--- config.mk ---
export PLATFORM = sky130hd
export DESIGN_NAME = mmio_to_axi4_lite_bridge
export DESIGN_NICKNAME = d
export VERILOG_FILES = /design/src/rtl/mmio_to_axi4_lite_bridge.sv
export SDC_FILE = /design/constraint.sdc
export NUM_CORES = 1
export LEC_CHECK = 0
export ABC_AREA = 1
export CORE_UTILIZATION = 39
export CTS_CLUSTER_DIAMETER = 100
export DETAILED_ROUTE_END_ITERATION = 6
export PLACE_DENSITY = 0.81
export SYNTH_ARGS = -nofsm -noshare
export SYNTH_HDL_FRONTEND = slang
export SYNTH_SLANG_ARGS = --single-unit
--- constraint.sdc ---
create_clock -name clock -period 3.4 [get_ports clock]
set_input_delay 0.34 -clock clock [delete_from_list [all_inputs] [get_ports clock]]
set_output_delay 0.34 -clock clock [all_outputs]
set_load 0.005 [all_outputs]
--- src/rtl/mmio_to_axi4_lite_bridge.sv ---
// Single-outstanding MMIO request to AXI4-Lite master bridge.
// A request is accepted in IDLE, then driven as one AXI4-Lite write (AW+W, B)
// or read (AR, R). The result is reported with a one-cycle response pulse.
module mmio_to_axi4_lite_bridge #(
  parameter int unsigned ADDRESS_WIDTH = 32,
  parameter int unsigned DATA_WIDTH    = 32
) (
  input  logic                      clock,
  input  logic                      reset,
  // MMIO side
  input  logic                      mmio_request,
  input  logic                      mmio_write,
  input  logic [ADDRESS_WIDTH-1:0]  mmio_address,
  input  logic [DATA_WIDTH-1:0]     mmio_write_data,
  output logic                      mmio_ready,
  output logic                      mmio_response_valid,
  output logic [DATA_WIDTH-1:0]     mmio_read_data,
  output logic                      mmio_error,
  // AXI4-Lite write address channel
  output logic [ADDRESS_WIDTH-1:0]  M_AXI_AWADDR,
  output logic [2:0]                M_AXI_AWPROT,
  output logic                      M_AXI_AWVALID,
  input  logic                      M_AXI_AWREADY,
  // AXI4-Lite write data channel
  output logic [DATA_WIDTH-1:0]     M_AXI_WDATA,
  output logic [DATA_WIDTH/8-1:0]   M_AXI_WSTRB,
  output logic                      M_AXI_WVALID,
  input  logic                      M_AXI_WREADY,
  // AXI4-Lite write response channel
  input  logic [1:0]                M_AXI_BRESP,
  input  logic                      M_AXI_BVALID,
  output logic                      M_AXI_BREADY,
  // AXI4-Lite read address channel
  output logic [ADDRESS_WIDTH-1:0]  M_AXI_ARADDR,
  output logic [2:0]                M_AXI_ARPROT,
  output logic                      M_AXI_ARVALID,
  input  logic                      M_AXI_ARREADY,
  // AXI4-Lite read data channel
  input  logic [DATA_WIDTH-1:0]     M_AXI_RDATA,
  input  logic [1:0]                M_AXI_RRESP,
  input  logic                      M_AXI_RVALID,
  output logic                      M_AXI_RREADY
);

  typedef enum logic [2:0] {
    IDLE,
    WRITE_ADDRESS_DATA,
    WRITE_RESPONSE,
    READ_ADDRESS,
    READ_DATA,
    RESPOND
  } state_e;

  state_e                    state_q, state_d;
  logic [ADDRESS_WIDTH-1:0]  address_q, address_d;
  logic [DATA_WIDTH-1:0]     write_data_q, write_data_d;
  logic                      awvalid_q, awvalid_d;
  logic                      wvalid_q, wvalid_d;
  logic [DATA_WIDTH-1:0]     read_data_q, read_data_d;
  logic                      error_q, error_d;

  // Only RESP[1] (SLVERR/DECERR) is reported; RESP[0] is intentionally dropped.
  logic unused_resp_lsb;
  assign unused_resp_lsb = M_AXI_BRESP[0] ^ M_AXI_RRESP[0];

  // State and datapath registers; reset abandons any transaction in flight.
  always_ff @(posedge clock or posedge reset) begin
    if (reset) begin
      state_q      <= IDLE;
      address_q    <= '0;
      write_data_q <= '0;
      awvalid_q    <= 1'b0;
      wvalid_q     <= 1'b0;
      read_data_q  <= '0;
      error_q      <= 1'b0;
    end else begin
      state_q      <= state_d;
      address_q    <= address_d;
      write_data_q <= write_data_d;
      awvalid_q    <= awvalid_d;
      wvalid_q     <= wvalid_d;
      read_data_q  <= read_data_d;
      error_q      <= error_d;
    end
  end

  // Next-state logic: request capture, independent AW/W handshakes, response latching.
  always_comb begin
    state_d      = state_q;
    address_d    = address_q;
    write_data_d = write_data_q;
    awvalid_d    = awvalid_q;
    wvalid_d     = wvalid_q;
    read_data_d  = read_data_q;
    error_d      = error_q;
    unique case (state_q)
      IDLE: begin
        if (mmio_request) begin
          address_d = mmio_address;
          if (mmio_write) begin
            write_data_d = mmio_write_data;
            awvalid_d    = 1'b1;
            wvalid_d     = 1'b1;
            state_d      = WRITE_ADDRESS_DATA;
          end else begin
            state_d = READ_ADDRESS;
          end
        end
      end
      WRITE_ADDRESS_DATA: begin
        // AW and W retire independently; leave once neither is still pending.
        if (awvalid_q && M_AXI_AWREADY) awvalid_d = 1'b0;
        if (wvalid_q && M_AXI_WREADY)   wvalid_d  = 1'b0;
        if (!awvalid_d && !wvalid_d)    state_d   = WRITE_RESPONSE;
      end
      WRITE_RESPONSE: begin
        if (M_AXI_BVALID) begin
          error_d     = M_AXI_BRESP[1];
          read_data_d = '0;
          state_d     = RESPOND;
        end
      end
      READ_ADDRESS: begin
        if (M_AXI_ARREADY) state_d = READ_DATA;
      end
      READ_DATA: begin
        if (M_AXI_RVALID) begin
          read_data_d = M_AXI_RDATA;
          error_d     = M_AXI_RRESP[1];
          state_d     = RESPOND;
        end
      end
      RESPOND: begin
        state_d = IDLE;
      end
      default: begin
        state_d = IDLE;
      end
    endcase
  end

  // All VALID/READY outputs come from registers, never from a READY input.
  assign mmio_ready          = (state_q == IDLE);
  assign mmio_response_valid = (state_q == RESPOND);
  assign mmio_read_data      = read_data_q;
  assign mmio_error          = error_q;

  assign M_AXI_AWADDR  = address_q;
  assign M_AXI_AWPROT  = 3'b000;
  assign M_AXI_AWVALID = awvalid_q;
  assign M_AXI_WDATA   = write_data_q;
  assign M_AXI_WSTRB   = '1;
  assign M_AXI_WVALID  = wvalid_q;
  assign M_AXI_BREADY  = (state_q == WRITE_RESPONSE);
  assign M_AXI_ARADDR  = address_q;
  assign M_AXI_ARPROT  = 3'b000;
  assign M_AXI_ARVALID = (state_q == READ_ADDRESS);
  assign M_AXI_RREADY  = (state_q == READ_DATA);

endmodule

# [Word-level counts from Yosys, hierarchy flattened]
# Cells that the tools add are included.
[word_totals] inputBits=109 regBits=102 elab_cells=52 output_inout_bits=146
[classes] mux=21 eq_ne=11 n_reduce_logical=13
[op_table] cell="$mux W32" count=2
[op_table] cell="$pmux W32 S2" count=1
[op_table] cell="$mux W3" count=5
[op_table] cell="$pmux W3 S5" count=1
[op_table] cell="$ne A2 B2 Y1 const B" count=5
[op_table] cell="$reduce_and A3 Y1" count=3
[op_table] cell="$mux W1" count=8
[op_table] cell="$eq A3 B2 Y1 const B" count=2
[op_table] cell="$eq A3 B3 Y1 const B" count=2
[op_table] cell="$pmux W1 S2" count=3
[op_table] cell="$reduce_and A5 Y1" count=1
[op_table] cell="$reduce_bool A2 Y1" count=2
[op_table] cell="$eq A3 B1 Y1 const B" count=1
[op_table] cell="$logic_and A1 B1 Y1" count=3
[op_table] cell="$logic_not A3 Y1" count=1
[op_table] cell="$logic_not A1 Y1" count=2
[op_table] cell="$mux W2" count=1
[op_table] cell="$ne A2 B1 Y1 const B" count=1
[op_table] cell="$reduce_and A2 Y1" count=1

# [Logic depth before layout (Yosys ltp)]
[logic_depth] ltp_word=7 ltp_mapped=8 mapped_depth_nobuf=8

# [Worst setup path after synthesis]
# OpenSTA, ideal clock, no wires.
[synth_timing] path_type="reg2reg" start="reg state_q[2]" end="reg write_data_q[0] (netlist: M_AXI_WDATA[0])" path_buffers=2 t_required_ps=3283 stages_incl_launch_ff=9 setup_time_ps=117 t_arrival_ps=1139 slack_ps=2144 period_less_slack_ps=1256 cell_sequence="dfrtp_1 buf_6 nor2_4 nand2_2 nor2_4 nand2_1 buf_2 nand2_1 nand2_1"
[synth_between] elab_chain_cells=2
[synth_rtl] element="start, declared" line_no="54" text="state_e state_q, state_d;"
[synth_rtl] element="start signal, assigned" line_no="77" text="state_q <= state_d;"
[synth_rtl] element="$logic_not A3 Y1" line_no="96" text="unique case (state_q)"
[synth_rtl] element="$reduce_and A3 Y1 (no source line)"
[synth_rtl] element="end signal, assigned" line_no="79" text="write_data_q <= write_data_d;"
[synth_rtl] element="end, declared" line_no="56" text="logic [DATA_WIDTH-1:0] write_data_q, write_data_d;"
# Every way passes these cells.
# A chain may end at the register's enable or synchronous reset.

# [Final worst setup path]
[layout_timing] start="reg state_q[2]" end="reg address_q[25] (netlist: M_AXI_ARADDR[25])"
[layout_between] elab_chain_cells=2
[layout_rtl] element="$logic_not A3 Y1" line_no="96"
[layout_rtl] element="$reduce_and A2 Y1 (no source line)"
[layout_rtl] element="end signal, assigned" line_no="78" text="address_q <= address_d;"
[layout_rtl] element="end, declared" line_no="55" text="logic [ADDRESS_WIDTH-1:0] address_q, address_d;"
# Every way passes these cells.

==> flow_summary.json <==
{
  "setup_ws_ns": 1.16,
  "fin_tns_setup_ns": 0,
  "n_antenna_cell": 0,
  "syn_area_um2": 4670,
  "ant_nets": 0,
  "initialDrtViolationCount": 305,
  "clkLatencyLatePin_ns": 0.33,
  "cellInternalPower_uw": 3830,
  "grt_pass1_wl_mm": 19.8,
  "status": "complete, but fails checks",
  "grt_use_total_pct": 19.8,
  "dieArea_um2": 12400,
  "grt_antenna_before_repair": 0,
  "initial_utilization_pct": 40.4,
  "die_h_um": 111,
  "yosys.cell_count.top_type": "nand2_1",
  "core_area_um2": 11600,
  "cts_tree": "yes",
  "synth_area_leader_cell": "dfrtp_1",
  "htree_levels": 3,
  "syn_avg_cell_area_um2": 8.76,
  "rsz0062_at_grt": "false",
  "path_class": "reg2reg",
  "post-cts-setup-buffers": 0,
  "grt_max_degree": 60,
  "power_density_nw_per_um2": 806,
  "dr.pass1.iters": 7,
  "grt_pass1_vias": 4095,
  "synth_ff_type": "dfrtp_1",
  "place_area_um2": 6800,
  "drc": 40,
  "wl_per_cell_um": 14.0,
  "cts-resized-gates": 0,
  "grt_overflow": 0,
  "ys_warn_count": 0,
  "nets": 838,
  "preCtsSetupSlack_ns": 1.06,
  "syn_inst": 533,
  "hold_class": "in2async",
  "instances_no_fill": 876,
  "fin_crit_ns": 2.24,
  "r2r-start": "state_q[2]",
  "max_freq_mhz": 447,
  "start_kind": "flop",
  "drive_gt1_share_pct": 6.28,
  "slew_viol_final": 0,
  "yosysUniqueCellTypes": 22,
  "setup_viol": 0,
  "synth_edf_count": 0,
  "violations": "DRC",
  "design_area_um2": 7090,
  "required_ns": 3.62,
  "seqPwrFrac_pct": 36.2,
  "slew_headroom_pct": 30.1,
  "port_buffers": 242,
  "yosysSeqAreaShare_pct": 54.7,
  "routed_wirelength_mm": 12.2,
  "dpl.cell_count": 861,
  "synth_top_area_share_pct": 54.7,
  "max_cap_violations": 0,
  "ctsHoldBuffers": 0,
  "place_hpwl_mm": 9.01,
  "combPwrFrac_pct": 46.2,
  "syn_to_final_growth_pct": 51.9,
  "crit_fanout": 32,
  "clockBufferDepth": 2,
  "min_period_over_period_pct": 65.8,
  "leakage_uw": 0.00346,
  "critPathCaptureType": "flop",
  "synth_common_cells": "nand2_1 (241), dfrtp_1 (102), buf_4 (45)",
  "clock-root-buffer": "clkbuf_16",
  "numCtsBuffers": 9,
  "switching_power_uw": 1890,
  "path_clk_slew_ns": 0.07,
  "synth_seq_cells": 102,
  "worst_pin_slew_ns": 1.05,
  "critPathLaunch": "state_q[2]",
  "die_x_um": 111,
  "swShare_pct": 33.1,
  "clock_sinks": 102,
  "viasPerCell": 4.64,
  "synthArstFlopShare_pct": 100,
  "fin_worst_skew_ns": 0.00607,
  "gp_congestion": 0.827,
  "synth_area_leaders": "dfrtp_1 (55%), nand2_1 (19%), buf_4 (7.2%)",
  "hold_viol": 0,
  "rows": 39,
  "cp.arrival_ns": 2.45,
  "fin_util_pct": 61.3,
  "pin_count": 255,
  "power.share.clock_pct": 17.7,
  "vias": 4067,
  "vdd_drop_max_mv": 0.487
}
-- registers in the layout (all words and copies together), names as in the netlist --
register        cells
M_AXI_ARADDR       32
M_AXI_AWVALID       1
M_AXI_WDATA        32
M_AXI_WVALID        1
mmio_error          1
mmio_read_data     32
state_q             3
-- cell usage in the layout, fill, tap and decap left out, drive strengths merged, types with 2 or more instances in the layout --
cell / instances
nand2: 246
clkdlybuf4s50: 242
dfrtp: 102
nand3: 40
o21ai: 34
inv: 22
clkbuf: 11
conb: 10
nor2: 10
a21oi: 5
buf: 4
clkinv: 2
-- final cells by class --
type,instances,area (um^2)
tap,143,179
inverter,22,85.1
timing repair buffer,246,2460
sequential,102,2550
clock inverter,4,47.5
fill,976,4470
clock buffer,11,243
multi-input combinational,348,1520
-- cells by family (layout without fill, tap and decap cells) --
kind of cell,Yosys count,after routing,synth area share [%]
flip-flops,102,102,54.7
AO/OA/AOI/OAI,41,41,4.50
buffers and inverters,91,283,13.4
other,2,10,0.161
AND/OR/NAND/NOR,297,297,27.3
-- worst max-delay path: stages (launching register included) --
cell	delay [ns]
dfrtp_1	0.52
nor2_4	0.17
nand2_2	0.11
nor2_4	0.22
buf_4	0.34
inv_1	0.48
nand2_1	0.20
nand2_1	0.07
-- path summary, 6_finish.rpt --
check / end / cells past startpoint / slack [ns]
max in group asynchronous: M_AXI_ARADDR[27] / 3 / 2.26
min in group clock: M_AXI_WDATA[26] / 2 / 0.47
min reg2reg: M_AXI_WDATA[26] / 2 / 0.47
min: mmio_read_data[21] / 2 / 0.43
max: M_AXI_ARADDR[25] / 7 / 1.16
max reg2reg: M_AXI_ARADDR[25] / 7 / 1.16
-- through the flow --
stage | power [uW] | hold WS [ns]
floorplan | 3370 | 0.457
global placement | 4640 | 0.454
detailed placement | 4750 | 0.460
CTS | 5780 | 0.442
global route | 6100 | 0.492
finish | 5720 | 0.432
-- power groups by stage --
stage          clock, uW  combinational [uW]  sequential (uW)
6_report            1010                2640             2070
5_1_grt             1080                2890             2130
4_1_cts             1040                2670             2070
3_5_place_dp           0                2660             2080
3_3_place_gp           0                2590             2050
2_1_floorplan          0                1300             2070
-- routing by layer --
metal	up-vias	global-route usage (%)	part of all wire, %
li1	1985	-	-
met3	25	3.16	5.6
met1	1900	23.6	41
met2	157	35.2	51
met4	0	8.92	2.7
met5	-	0	0
Note: power is estimated with default switching activity, not from simulation.
